--- config.mk ---
export PLATFORM = sky130hd
export DESIGN_NAME = predecode_iq_flat
export DESIGN_NICKNAME = d
export VERILOG_FILES = /design/src/rtl/predecode_iq_if.sv /design/src/rtl/predecode_iq.sv /design/src/flat_wrapper.sv
export SDC_FILE = /design/constraint.sdc
export NUM_CORES = 1
export LEC_CHECK = 0
export BUFFER_PORTS_ARGS = -buffer_cell sky130_fd_sc_hd__buf_2
export CAP_MARGIN = 40
export CORE_MARGIN = 2
export CORE_UTILIZATION = 61
export CTS_BUF_LIST = sky130_fd_sc_hd__clkbuf_8
export DETAILED_ROUTE_END_ITERATION = 8
export PLACE_DENSITY = 0.83
export REMOVE_ABC_BUFFERS = 1
export SLEW_MARGIN = 40
export SYNTH_ARGS = -nofsm -noshare
export SYNTH_HDL_FRONTEND = slang
export SYNTH_SLANG_ARGS = --single-unit
--- constraint.sdc ---
create_clock -name clk -period 4.8 [get_ports clk]
set_clock_uncertainty 0.1 [all_clocks]
set_input_delay 0.72 -clock clk [delete_from_list [all_inputs] [get_ports clk]]
set_output_delay 0.72 -clock clk [all_outputs]
set_load 0.02 [all_outputs]
--- src/rtl/predecode_iq_if.sv ---
// Fetch-to-decode handshake between fetch, the predecode queue and decode, plus the early redirect.
// The fetch/decode side uses master. The queue uses slave.
interface predecode_iq_if;
    logic        flush;
    logic        FpD_valid;
    logic [74:0] FpD_BUS;
    logic        pD_allowin;
    logic        pDD_valid;
    logic [74:0] pDD_BUS;
    logic        D_allowin;
    logic [32:0] Branch_BUS_pD;

    modport master (
        output flush, FpD_valid, FpD_BUS, D_allowin,
        input  pD_allowin, pDD_valid, pDD_BUS, Branch_BUS_pD
    );

    modport slave (
        input  flush, FpD_valid, FpD_BUS, D_allowin,
        output pD_allowin, pDD_valid, pDD_BUS, Branch_BUS_pD
    );
endinterface

--- src/rtl/predecode_iq.sv ---
// Instruction queue with direct-branch predecode and a one-cycle early redirect. Entries are visible 1 cycle after accept.
// pD_allowin drops when the queue is full or during flush; a full queue has no dequeue bypass.
module predecode_iq #(
    parameter int DEPTH = 4
) (
    input  logic          clk,
    input  logic          rstn,
    predecode_iq_if.slave iq
);
    localparam int PW = $clog2(DEPTH);
    localparam int CW = PW + 1;

    typedef struct packed {
        logic [31:0] pc;
        logic [31:0] inst;
        logic        pc_en;
        logic        ex;
        logic [7:0]  ecode;
        logic        esubcode;
    } fetch_t;

    typedef struct packed {
        logic [31:0] pc;
        logic [31:0] inst;
        logic        ex;
        logic [7:0]  ecode;
        logic        esubcode;
        logic        is_dirbr;
    } entry_t;

    typedef enum logic {NORMAL, WAIT_TGT} state_t;

    fetch_t        in;
    entry_t        in_entry;
    entry_t        mem [DEPTH];
    logic [PW-1:0] head;
    logic [PW-1:0] tail;
    logic [CW-1:0] count;
    state_t        state;
    logic          taken;
    logic [31:0]   tgt;
    logic          accept;
    logic          deq;
    logic          store;
    logic          is_dirbr;
    logic [27:0]   offs;
    logic [31:0]   br_tgt;
    logic          unused_pc_en;

    assign in           = fetch_t'(iq.FpD_BUS);
    assign unused_pc_en = in.pc_en;

    assign iq.pD_allowin    = (count != CW'(DEPTH)) & ~iq.flush;
    assign iq.pDD_valid     = (count != '0);
    assign iq.pDD_BUS       = mem[head];
    assign iq.Branch_BUS_pD = {taken, tgt};

    assign accept = iq.FpD_valid & iq.pD_allowin;
    assign deq    = iq.pDD_valid & iq.D_allowin;

    assign is_dirbr = ~in.ex & ((in.inst[31:26] == 6'b010100) | (in.inst[31:26] == 6'b010101));
    assign offs     = {in.inst[9:0], in.inst[25:10], 2'b00};
    assign br_tgt   = in.pc + {{4{offs[27]}}, offs};

    // While a redirect is in flight, fetch still delivers wrong-path entries; only the target pc is kept.
    assign store = accept & ((state == NORMAL) | (in.pc == tgt));

    assign in_entry = '{pc:       in.pc,
                        inst:     in.inst,
                        ex:       in.ex,
                        ecode:    in.ecode,
                        esubcode: in.esubcode,
                        is_dirbr: is_dirbr};

    always_ff @(posedge clk) begin
        if (!rstn) begin
            head  <= '0;
            tail  <= '0;
            count <= '0;
            state <= NORMAL;
            taken <= 1'b0;
            tgt   <= '0;
            for (int i = 0; i < DEPTH; i++) begin
                mem[i] <= '0;
            end
        end else if (iq.flush) begin
            head  <= '0;
            tail  <= '0;
            count <= '0;
            state <= NORMAL;
            taken <= 1'b0;
        end else begin
            taken <= 1'b0;
            if (store) begin
                mem[tail] <= in_entry;
                tail      <= tail + PW'(1);
                if (is_dirbr) begin
                    state <= WAIT_TGT;
                    tgt   <= br_tgt;
                    taken <= 1'b1;
                end else begin
                    state <= NORMAL;
                end
            end
            if (deq) begin
                head <= head + PW'(1);
            end
            count <= count + CW'(store) - CW'(deq);
        end
    end
endmodule

--- src/flat_wrapper.sv ---
// flat-port wrapper written by rule: the top's interface ports become plain ports
module predecode_iq_flat 
#(
    parameter int DEPTH = 4
)
  (clk, rstn, iq_flush, iq_FpD_valid, iq_FpD_BUS, iq_D_allowin, iq_pD_allowin, iq_pDD_valid, iq_pDD_BUS, iq_Branch_BUS_pD);
  predecode_iq_if iq_i ();
  input  logic clk;
  input  logic rstn;
  input wire logic [$bits(iq_i.flush)-1:0] iq_flush;
  input wire logic [$bits(iq_i.FpD_valid)-1:0] iq_FpD_valid;
  input wire logic [$bits(iq_i.FpD_BUS)-1:0] iq_FpD_BUS;
  input wire logic [$bits(iq_i.D_allowin)-1:0] iq_D_allowin;
  output wire logic [$bits(iq_i.pD_allowin)-1:0] iq_pD_allowin;
  output wire logic [$bits(iq_i.pDD_valid)-1:0] iq_pDD_valid;
  output wire logic [$bits(iq_i.pDD_BUS)-1:0] iq_pDD_BUS;
  output wire logic [$bits(iq_i.Branch_BUS_pD)-1:0] iq_Branch_BUS_pD;
  assign iq_i.flush = iq_flush;
  assign iq_i.FpD_valid = iq_FpD_valid;
  assign iq_i.FpD_BUS = iq_FpD_BUS;
  assign iq_i.D_allowin = iq_D_allowin;
  assign iq_pD_allowin = iq_i.pD_allowin;
  assign iq_pDD_valid = iq_i.pDD_valid;
  assign iq_pDD_BUS = iq_i.pDD_BUS;
  assign iq_Branch_BUS_pD = iq_i.Branch_BUS_pD;
  predecode_iq #(.DEPTH(DEPTH)) u_core (.clk(clk), .rstn(rstn), .iq(iq_i));
endmodule
==> flow_summary_export.csv <==
group,metric,value,unit
clocking,cts_max_level,2,
sta,timing.hold.ws,345.4,ps
setup_path,path_max_fanout,32,
sta,period_needed,3518,ps
drt,drt_pre_antenna_iters,5,
logic_synthesis,postSynthCellCount,1241,
setup_path,reg2reg_depth,10,
drt,routedWlPerCell,20.95,um
setup_path,path_delay_family,"simple AND/OR/NAND/NOR gates",
global_route,gr-total-overflow,0,
clocking,clock-root-buffer,"clkbuf_8",
power_and_ir_drop,switching_share,25.25,%
drt,wl,37970,um
logic_synthesis,seq_area_frac_synth,61.52,%
sta,drv_slew,0,
clocking,cts_buffers,53,
global_route,grt_usage,27.69,%
finish,drive_gt1_share,27.27,%
setup_path,critical-path-max-stage-delay,510,ps
clocking,ctsResizeCount,0,
place,io_buffers,188,
place,place_ws,818.0,ps
global_route,antenna_found_initial,3,
sta,finalSetupViolCount,0,
place,gp_congestion,0.9456,
logic_synthesis,synth_seq_cells,343,
global_route,met3_usage,6.363,%
logic_synthesis,yosysWarningCount,0,
power_and_ir_drop,leakage,7.197,nW
logic_synthesis,synthDistinctLibCells,52,
finish,n_fill_cell,1798,
drt,drtIter0Drc,1118,
power_and_ir_drop,pwr-share-comb,12.2,%
global_route,met1_usage,36.34,%
global_route,met2_usage,46.11,%
drt,vias,10690,
clocking,cts_sinks,343,
job,max_cap_violations,0,
hold_path,min_path_type,"in2reg",
power_and_ir_drop,intPower,4.867,mW
drt,ant_nets,0,
sta,final_hold_viol_count,0,
sta,period_share,73.29,%
clocking,clkSlewWorstSetupHoldPaths,60,ps
floorplanning,die_area,27610,um2
clocking,postCtsSetupBuffers,0,
logic_synthesis,syn_area_per_cell,12.93,um2
sta,setup-tns-final,0,ps
finish,area_growth,14.75,%
power_and_ir_drop,p_clk_share,35.3,%
setup_path,cpMaxStageDelayCell,"nor4_1",
floorplanning,die_x,166.2,um
setup_path,start_kind,"flop",
finish,fin_nets,1544,
global_route,grt-busiest-layer,"met2",
sta,fmax,284.3,MHz
setup_path,end_kind,"flop",
drt,detail_route.vias_per_cell,5.902,
outcome,status,"complete, no violations",
drt,drc,0,
logic_synthesis,yosys.area.top_type,"edfxtp_1",
power_and_ir_drop,p_seq_share,52.5,%
setup_path,required,4960,ps
global_route,grt_pass1_wl,59150,um
finish,instances_no_fill,1812,
floorplanning,fp.coreArea,25910,um2
clocking,cts_hold_buf,0,
logic_synthesis,synthFlopType,"edfxtp_1",
setup_path,critPathKind,"reg2reg",
logic_synthesis,ys_top_cells_by_count,"300 x edfxtp_1, 278 x nor2_1, 134 x nand2_1, 75 x mux4_2, 45 x clkbuf_1",
clocking,clk_latency,580,ps
logic_synthesis,synth_area,16040,um2
logic_synthesis,synth.most_common_cell,"edfxtp_1",
sta,worstMarginPinSlew,767.4,ps
setup_path,path_buf_inv,3,
place,dpl.cell_count,1711,
floorplanning,num_io_pins,190,
power_and_ir_drop,p_switching,1.644,mW
sta,rsz0062_at_grt,"no",
global_route,grt_max_degree,77,
power_and_ir_drop,powerDensity,353.7,nW/um2
power_and_ir_drop,ir_worst_vdd,0.2870,mV
place,dp_hpwl,24100,um
floorplanning,dieHeight,166.2,um
floorplanning,start_util,61.92,%
logic_synthesis,async_reset_ff_share,0,%
clocking,cts_tree,"built",
logic_synthesis,yosys.area.top_type_share,56.15,%
setup_path,cp_cell_sequence,"xor2_1 > nor4_1 > nand4_1 > o21ai_1 > nand3_4 > buf_4 > inv_1 > nand3_1 > nand2_4 > buf_12",
sta,relSlewSlack,48.84,%
hold_path,hold_depth,3,
floorplanning,fp-row-count,59,
sta,final.setup.worst_slack,1282,ps
logic_synthesis,synth_edf_count,300,
global_route,first_global_vias,10720,
clocking,clock_path_buffers,3,
setup_path,critical_path_arrival,3680,ps
logic_synthesis,synth_area_leaders,"edfxtp_1 56%, mux4_2 11%, nor2_1 6.5%, dfxtp_1 5.4%, nand2_1 3.1%",
setup_path,cp.depth,10,
finish,finish.utilization,71.05,%
placed cells by master, fill, tap and decap left out, types with 6 or more instances in the layout:
| cell type | netlist | layout |
|---|---|---|
| edfxtp_1 | 300 | 300 |
| nor2_1 | 278 | 278 |
| buf_2 | 5 | 187 |
| nand2_1 | 134 | 130 |
| mux4_2 | 75 | 75 |
| clkbuf_8 | 0 | 64 |
| inv_1 | 16 | 43 |
| xor2_1 | 41 | 41 |
| dfxtp_1 | 43 | 41 |
| o21ai_0 | 32 | 32 |
| ha_1 | 31 | 31 |
| nor2_4 | 29 | 29 |
| a21oi_1 | 28 | 28 |
| xnor2_1 | 23 | 23 |
| and2_1 | 17 | 17 |
| nand3_1 | 14 | 12 |
| buf_4 | 1 | 11 |
| nand4_1 | 10 | 10 |
| nor2_2 | 10 | 10 |
| o21bai_1 | 9 | 9 |
| a21boi_0 | 9 | 9 |
| a21o_1 | 8 | 8 |
| nor4_1 | 8 | 8 |
| buf_12 | 3 | 7 |
| and3_1 | 6 | 6 |
cell families after synthesis:
family / Yosys count / share of synthesized area [%]
buf+inv: 90 / 2.566
mux: 75 / 10.53
compound gates: 113 / 4.422
fa+ha+maj: 33 / 2.667
flops: 343 / 61.52
xor+xnor: 64 / 3.494
simple gates: 523 / 14.80
sequential cells by signal (all words and copies together) (netlist names), named ones only:
| name | flops |
|---|---|
| u_core.count | 3 |
| u_core.tgt | 32 |
| u_core.tail | 2 |
| u_core.head | 2 |
| u_core.state | 1 |
| u_core.mem | 300 |
| u_core.taken | 1 |
per-layer routing:
layer  up-vias  share of wire (%)
met5         -                  0
met4         0                2.9
met3        82                8.3
met2       501                 50
met1      5250                 39
li1       4861                  -
final cells by class:
class / instances / area, um2 / share of cell area (%)
Timing Repair Buffer: 209 / 1204 / 6.538
Antenna cell: 3 / 7.507 / 0.04078
Inverter: 16 / 60.06 / 0.3262
Clock buffer: 64 / 880.8 / 4.785
Clock inverter: 34 / 133.9 / 0.7272
Multi-Input combinational cell: 808 / 5827 / 31.65
Sequential cell: 343 / 9877 / 53.65
Tap cell: 335 / 419.2 / 2.277
tightest hold or removal path, delay by kind of cell:
| family | cells | cell delay [ps] |
|---|---|---|
| AOI/OAI and AO/OA | 1 | 60 |
| buffers and inverters | 1 | 130 |
| and+or+nand+nor | 1 | 50 |
worst paths after layout:
kind / end / startpoint / slack [ps]
max reg2reg: u_core.mem[3][44] / u_core.tgt[4] / 1280
min: u_core.tgt[0] / iq_FpD_BUS[43] / 350
max: u_core.mem[3][44] / u_core.tgt[4] / 1280
min reg2reg: u_core.state / u_core.state / 390
metrics by stage:
stage          power (mW)  instance area [um2]
6_report            6.511                18410
5_1_grt             6.752                18410
4_1_cts             6.558                18400
3_5_place_dp        4.275                17380
3_3_place_gp        4.253                17350
2_1_floorplan       3.997                15690
power groups by stage:
stage | logic, mW | registers (mW) | clock network, mW
global route | 0.861 | 3.43 | 2.46
finish | 0.795 | 3.42 | 2.30
floorplan | 0.512 | 3.49 | 0
CTS | 0.795 | 3.42 | 2.34
global placement | 0.781 | 3.47 | 0
detailed placement | 0.791 | 3.48 | 0
(Power assumes the default switching activity.)
